===== config.mk =====
export PLATFORM = sky130hd
export DESIGN_NAME = freq_div_ctrl
export DESIGN_NICKNAME = d
export VERILOG_FILES = /design/src/rtl/freq_div_pkg.sv /design/src/rtl/freq_div_cnt.sv /design/src/rtl/freq_div_ctrl.sv
export SDC_FILE = /design/constraint.sdc
export NUM_CORES = 1
export LEC_CHECK = 0
export CAP_MARGIN = 20
export CORE_MARGIN = 4
export CORE_UTILIZATION = 55
export CTS_BUF_LIST = sky130_fd_sc_hd__clkbuf_8
export DETAILED_ROUTE_END_ITERATION = 6
export DONT_BUFFER_PORTS = 1
export GPL_TIMING_DRIVEN = 0
export HOLD_SLACK_MARGIN = 0.12
export PLACE_DENSITY_LB_ADDON = 0.15
export SLEW_MARGIN = 20
export SYNTH_ARGS = -nofsm -noshare
export SYNTH_HDL_FRONTEND = slang
export SYNTH_SLANG_ARGS = --single-unit

===== constraint.sdc =====
create_clock -name clk -period 2.33 [get_ports clk]
set_clock_uncertainty 0.2 [all_clocks]
set_input_delay 0.233 -clock clk [delete_from_list [all_inputs] [get_ports clk]]
set_output_delay 0.233 -clock clk [all_outputs]
set_load 0.02 [all_outputs]

===== src/rtl/freq_div_pkg.sv =====
// Shared types and helpers for the runtime-programmable frequency divider.
package freq_div_pkg;

    typedef enum logic [1:0] {
        OFF   = 2'd0,
        RUN   = 2'd1,
        PEND  = 2'd2,
        DRAIN = 2'd3
    } state_t;

    // Smallest ratio that still yields a distinct high and low phase.
    localparam int unsigned MIN_RATIO = 2;

    // High-phase length of a divided waveform: ceiling of ratio/2, so odd
    // ratios spend the extra cycle high.
    function automatic int unsigned half_ratio(input int unsigned ratio);
        return (ratio + 1) >> 1;
    endfunction

endpackage


===== src/rtl/freq_div_cnt.sv =====
// Wrapping period counter with registered divided-clock and enable decode.
module freq_div_cnt
    import freq_div_pkg::*;
#(
    parameter int W = 4
) (
    input  logic         clk,
    input  logic         rst,
    input  logic         run,
    input  logic         load0,
    input  logic [W-1:0] ratio,
    output logic         wrap,
    output logic         div_out,
    output logic         clk_en
);

    logic [W-1:0] cnt_q, cnt_d;
    logic [W-1:0] last_cnt;
    logic [W-1:0] high_len;
    logic         div_out_q, div_out_d;
    logic         clk_en_q, clk_en_d;

    // Next count and output decode; outputs lag the count by one cycle.
    always_comb begin
        // NOTE: every always_comb output gets a default first so no path
        // leaves it unassigned and infers a latch.
        last_cnt  = ratio - W'(1);
        high_len  = W'(half_ratio(32'(ratio)));
        wrap      = run && (cnt_q == last_cnt);
        cnt_d     = cnt_q + W'(1);
        if (load0 || !run || wrap) begin
            cnt_d = '0;
        end
        div_out_d = run && (cnt_q < high_len);
        clk_en_d  = wrap;
    end

    // Counter and output registers.
    always_ff @(posedge clk) begin
        // NOTE: reset is synchronous and active-low, so it is just the first
        // branch of the clocked block; state updates use non-blocking
        // assignments so all flops sample the same pre-edge values.
        if (!rst) begin
            cnt_q     <= '0;
            div_out_q <= 1'b0;
            clk_en_q  <= 1'b0;
        end else begin
            cnt_q     <= cnt_d;
            div_out_q <= div_out_d;
            clk_en_q  <= clk_en_d;
        end
    end

    assign div_out = div_out_q;
    assign clk_en  = clk_en_q;

endmodule


===== src/rtl/freq_div_ctrl.sv =====
// Runtime-programmable divider: FSM, ratio change handshake and ratio regs.
// Ratio changes are applied only on a period boundary, so no runt periods.
module freq_div_ctrl
    import freq_div_pkg::*;
#(
    parameter int W         = 4,
    parameter int DEF_RATIO = 2
) (
    input  logic         clk,
    input  logic         rst,
    input  logic         en,
    input  logic         div_req,
    input  logic [W-1:0] div_ratio,
    output logic         div_ack,
    output logic         div_err,
    output logic         busy,
    output logic [W-1:0] cur_ratio,
    output logic         div_out,
    output logic         clk_en
);

    localparam logic [W-1:0] DEF_R = W'(DEF_RATIO);
    localparam logic [W-1:0] MIN_R = W'(MIN_RATIO);

    state_t       state_q, state_d;
    logic [W-1:0] cur_ratio_q, cur_ratio_d;
    logic [W-1:0] pend_ratio_q, pend_ratio_d;
    logic         busy_q, busy_d;
    logic         ack_q, ack_d;
    logic         err_q, err_d;
    logic         req_live;
    logic         req_good;
    logic         wrap;
    logic         cnt_run;
    logic         cnt_load0;

    assign cnt_run   = (state_q != OFF);
    assign cnt_load0 = (state_q == OFF);

    freq_div_cnt #(
        .W (W)
    ) u_cnt (
        .clk     (clk),
        .rst     (rst),
        .run     (cnt_run),
        .load0   (cnt_load0),
        .ratio   (cur_ratio_q),
        .wrap    (wrap),
        .div_out (div_out),
        .clk_en  (clk_en)
    );

    // Next-state logic: request evaluation, boundary ratio swap, run/drain.
    always_comb begin
        state_d      = state_q;
        cur_ratio_d  = cur_ratio_q;
        pend_ratio_d = pend_ratio_q;
        busy_d       = busy_q;
        ack_d        = 1'b0;
        err_d        = 1'b0;

        // The cycle showing ack/err belongs to the old request; a request
        // still high after that one is a new request.
        req_live = div_req && !ack_q && !err_q &&
                   ((state_q == OFF) || (state_q == RUN));
        req_good = req_live && (div_ratio >= MIN_R);

        if (req_good) begin
            pend_ratio_d = div_ratio;
            ack_d        = 1'b1;
        end else if (req_live) begin
            err_d = 1'b1;
        end

        case (state_q)
            OFF: begin
                if (req_good) begin
                    cur_ratio_d = div_ratio;
                end
                if (en) begin
                    state_d = RUN;
                end
            end
            RUN: begin
                if (req_good) begin
                    busy_d  = 1'b1;
                    state_d = en ? PEND : DRAIN;
                end else if (!en) begin
                    state_d = DRAIN;
                end
            end
            PEND: begin
                if (wrap) begin
                    cur_ratio_d = pend_ratio_q;
                    busy_d      = 1'b0;
                    state_d     = en ? RUN : DRAIN;
                end else if (!en) begin
                    state_d = DRAIN;
                end
            end
            DRAIN: begin
                if (wrap) begin
                    if (busy_q) begin
                        cur_ratio_d = pend_ratio_q;
                    end
                    busy_d  = 1'b0;
                    state_d = OFF;
                end
            end
            default: state_d = OFF;
        endcase
    end

    // FSM, ratio and handshake registers; reset drops any pending change.
    always_ff @(posedge clk) begin
        if (!rst) begin
            state_q      <= OFF;
            cur_ratio_q  <= DEF_R;
            pend_ratio_q <= DEF_R;
            busy_q       <= 1'b0;
            ack_q        <= 1'b0;
            err_q        <= 1'b0;
        end else begin
            state_q      <= state_d;
            cur_ratio_q  <= cur_ratio_d;
            pend_ratio_q <= pend_ratio_d;
            busy_q       <= busy_d;
            ack_q        <= ack_d;
            err_q        <= err_d;
        end
    end

    assign div_ack   = ack_q;
    assign div_err   = err_q;
    assign busy      = busy_q;
    assign cur_ratio = cur_ratio_q;

endmodule


==> run_results.csv <==
group,metric,value,unit
status,status,"finished, final reports clean",
critical_path,critPathMaxFanout,7,
clocking,cts_buffer_depth,2,
cells_and_area,area_growth_syn_to_layout,19.11,%
timing,slew_headroom,69.78,%
timing,setup-tns-final,0,ns
placed_design,placed_area,1072,um2
power,share_comb_of_total_power,29.8,%
clocking,worstSkewPairLatency,0.25,ns
clocking,cts.clk_slew.worst_paths,0.07,ns
timing,max_freq,462.1,MHz
timing,endpoints_failing_setup,0,
clocking,clock-root-buffer,"sky130_fd_sc_hd__clkbuf_8",
critical_path,critical_path.max_stage_delay,0.58,ns
placed_design,gp_congestion,0.6856,
drt,wire_per_inst,13.91,um
timing,tightestPinTransition,0.4513,ns
timing,finalMaxSlewViolations,0,
power,power.share.switching,32.76,%
synthesis,synth_area,1041,um2
synthesis,synth.top_cell.area_share,36.54,%
placed_design,place.detailed.hpwl,1407,um
power,max-vdd-ir-drop,532.0,uV
clocking,cts_tree,"built",
clocking,post_cts.repair.setup_buffers,0,
drt,dr.pass1.iters,4,
timing,fin_hold_ws,0.1196,ns
global_routing,grt_first_pass_wirelength,3381,um
critical_path,setup.worst_path.end_class,"register",
cells_and_area,drive_above_1_share,14.05,%
synthesis,post_synth_num_cell_types,37,
synthesis,synth_seq_area_share,36.54,%
drt,routed_via_density,5.329,
die,core_area,1764,um2
worst_hold_path,min_path_type,"primary input to register",
timing,final_period_minus_worst_setup_slack,2.164,ns
timing,finalCritPeriodShare,92.88,%
critical_path,worst_setup_path_start_kind,"register",
critical_path,critical_path_required,2.27,ns
drt,drt_iter0_markers,10,
cells_and_area,antenna-diode-count,0,
synthesis,dominantRegCellSynth,"sky130_fd_sc_hd__dfxtp_1",
synthesis,cell_taking_the_most_area_after_synthesis,"sky130_fd_sc_hd__dfxtp_1",
clocking,numCtsBuffers,3,
die,die_height,51.51,um
critical_path,setup.worst_path.class,"register to register",
timing,rsz0062_at_grt,"false",
drt,drtAntennaViolNets,0,
global_routing,tot_gr_track_use,16.97,%
synthesis,avgSynthCellArea,9.821,um2
die,design.portCount,17,
power,power_switching,299.7,uW
power,power.sequential.fraction,46.4,%
die,num_rows,15,
cells_and_area,nNetsFinal,136,
global_routing,largest_net_degree_at_the_start_of_global_routing,11,
power,p_leak,0.0005023,uW
cells_and_area,postLayoutCellArea,1240,um2
synthesis,synth.net_count,120,
timing,final_count_of_hold_timing_violations,0,
synthesis,synth_edf_count,0,
global_routing,grt_antenna_before_repair,0,
power,powerDensity,737.9,nW/um2
drt,drc,0,
die,fp.dieArea,2653,um2
die,initial_core_util,59.01,%
critical_path,cp_cell_sequence,"xnor3_1 -> nand3_1 -> nor2_4 -> a31oi_4 -> mux2_4",
synthesis,ys_seq_elements,19,
clocking,clock_tree.htree_level_count,1,
synthesis,ys_async_sr_fraction,0,%
power,p_int,615.3,uW
drt,routed_wirelength,2031,um
synthesis,netlist_instances,106,
power,power.share.clock,23.8,%
critical_path,worst_ep_arrival_time,2.10,ns
die,die_w,51.51,um
global_routing,vias_in_the_first_global_route,791,
placed_design,port_buffers,0,
global_routing,global_route_total_overflow,0,
clocking,numClockSinks,19,
synthesis,synthesis.yosys.warnings,0,
drt,detailroute.via_count,778,
flow_run,max-cap-violations,0,
synthesis,synth_top_area_cells,"sky130_fd_sc_hd__dfxtp_1 37%, sky130_fd_sc_hd__ha_1 7.2%, sky130_fd_sc_hd__nand2_1 6.1%",
critical_path,cpMaxStageDelayCell,"sky130_fd_sc_hd__dfxtp_1",
cell type report:
cell class | count | area (um2)
Multi-Input combinational cell | 79 | 631.9
Fill cell | 149 | 524.3
Sequential cell | 19 | 384.1
Timing Repair Buffer | 11 | 110.1
Clock buffer | 3 | 41.29
Tap cell | 25 | 31.28
Buffer | 5 | 26.28
Inverter | 3 | 11.26
Clock inverter | 1 | 3.754
routing by layer:
layer | vias to the layer above | routed length, um | track usage [%]
li1 | 405 | - | -
met1 | 355 | 858 | 18.82
met2 | 16 | 1082 | 32.20
met3 | 2 | 80 | 3.152
met4 | 0 | 11 | 5.240
met5 | - | 0 | 0
power groups by stage:
stage                     sequential (uW)  combinational [uW]  clock [uW]
final                                 424                 272         218
after global placement                428                 241           0
after detailed placement              430                 247           0
after global routing                  431                 304         239
after CTS                             423                 268         222
after floorplan                       420                 213           0
timing repair:
item | 4_1_cts | 5_1_grt
endpoints found under the setup margin | 0 | 4
gates resized for setup | 0 | 5
endpoints found under the hold margin | 12 | 3
hold buffers | 10 | 1
cell usage after synthesis, types with 2 or more instances:
cell	number
sky130_fd_sc_hd__clkbuf_1	4
sky130_fd_sc_hd__nand2_1	17
sky130_fd_sc_hd__nor3_1	2
sky130_fd_sc_hd__xor2_1	4
sky130_fd_sc_hd__dfxtp_1	19
sky130_fd_sc_hd__mux2i_1	4
sky130_fd_sc_hd__xnor2_1	4
sky130_fd_sc_hd__mux2_2	3
sky130_fd_sc_hd__nand2b_1	2
sky130_fd_sc_hd__a21o_1	2
sky130_fd_sc_hd__inv_1	3
sky130_fd_sc_hd__ha_1	6
sky130_fd_sc_hd__nor2_1	4
sky130_fd_sc_hd__a21boi_0	3
sky130_fd_sc_hd__nand3_1	5
sky130_fd_sc_hd__o21ai_0	3
sequential cells by signal, summed over array words and instances, names as in the netlist:
signal / count
div_err: 1
pend_ratio_q: 4
div_ack: 1
busy: 1
u_cnt.div_out: 1
cur_ratio: 4
u_cnt.cnt_q: 4
state_q: 2
u_cnt.clk_en: 1
placed cells by master (no fill, tap or decap), types with 2 or more instances in the layout:
cell type and n:
sky130_fd_sc_hd__a21o_1 2, sky130_fd_sc_hd__a21boi_0 2, sky130_fd_sc_hd__ha_1 6, sky130_fd_sc_hd__mux2_2 3
sky130_fd_sc_hd__xnor2_1 4, sky130_fd_sc_hd__dfxtp_2 3, sky130_fd_sc_hd__nor3_1 2, sky130_fd_sc_hd__nand2b_1 2
sky130_fd_sc_hd__o21ai_0 3, sky130_fd_sc_hd__mux2i_1 4, sky130_fd_sc_hd__dlygate4sd3_1 11, sky130_fd_sc_hd__nand3_1 5
sky130_fd_sc_hd__inv_1 4, sky130_fd_sc_hd__nor2_1 4, sky130_fd_sc_hd__nand2_1 17, sky130_fd_sc_hd__xor2_1 4
sky130_fd_sc_hd__clkbuf_1 4, sky130_fd_sc_hd__clkbuf_8 3, sky130_fd_sc_hd__dfxtp_1 16
worst paths after layout:
kind                    from              end  slack (ns)  cells after the start
min reg2reg  pend_ratio_q[3]  pend_ratio_q[3]        0.30                      2
max             cur_ratio[2]     cur_ratio[1]        0.17                      5
min             div_ratio[3]          div_ack        0.12                      2
max reg2reg     cur_ratio[2]     cur_ratio[1]        0.17                      5
per-stage QoR:
step	std cells	power, uW	setup slack [ns]	util, %
floorplan	106	632.7	0.2087	-
global placement	131	668.9	0.08699	60.78
detailed placement	131	677.0	0.05530	60.78
CTS	145	913.0	0.04668	69.01
global route	146	973.8	0.01885	70.28
finish	146	915.0	0.1659	70.28
cell families (layout without fill, tap and decap cells):
group / Yosys count / in the layout / share of synthesized area, %
AND/OR/NAND/NOR: 40 / 40 / 22.36
flip-flops: 19 / 19 / 36.54
AO/OA/AOI/OAI: 16 / 16 / 12.86
XOR/XNOR: 9 / 9 / 8.893
multiplexers: 8 / 8 / 8.533
buffers and inverters: 8 / 23 / 3.605
adder cells (fa/ha/maj): 6 / 6 / 7.211
critical path: cells and delay by family (launching register included):
family          cells  cell delay [ns]
flops               1             0.58
simple gates        2             0.21
mux                 1             0.32
xor+xnor            1             0.48
compound gates      1             0.26
Note: power is estimated with default switching activity, not from simulation.
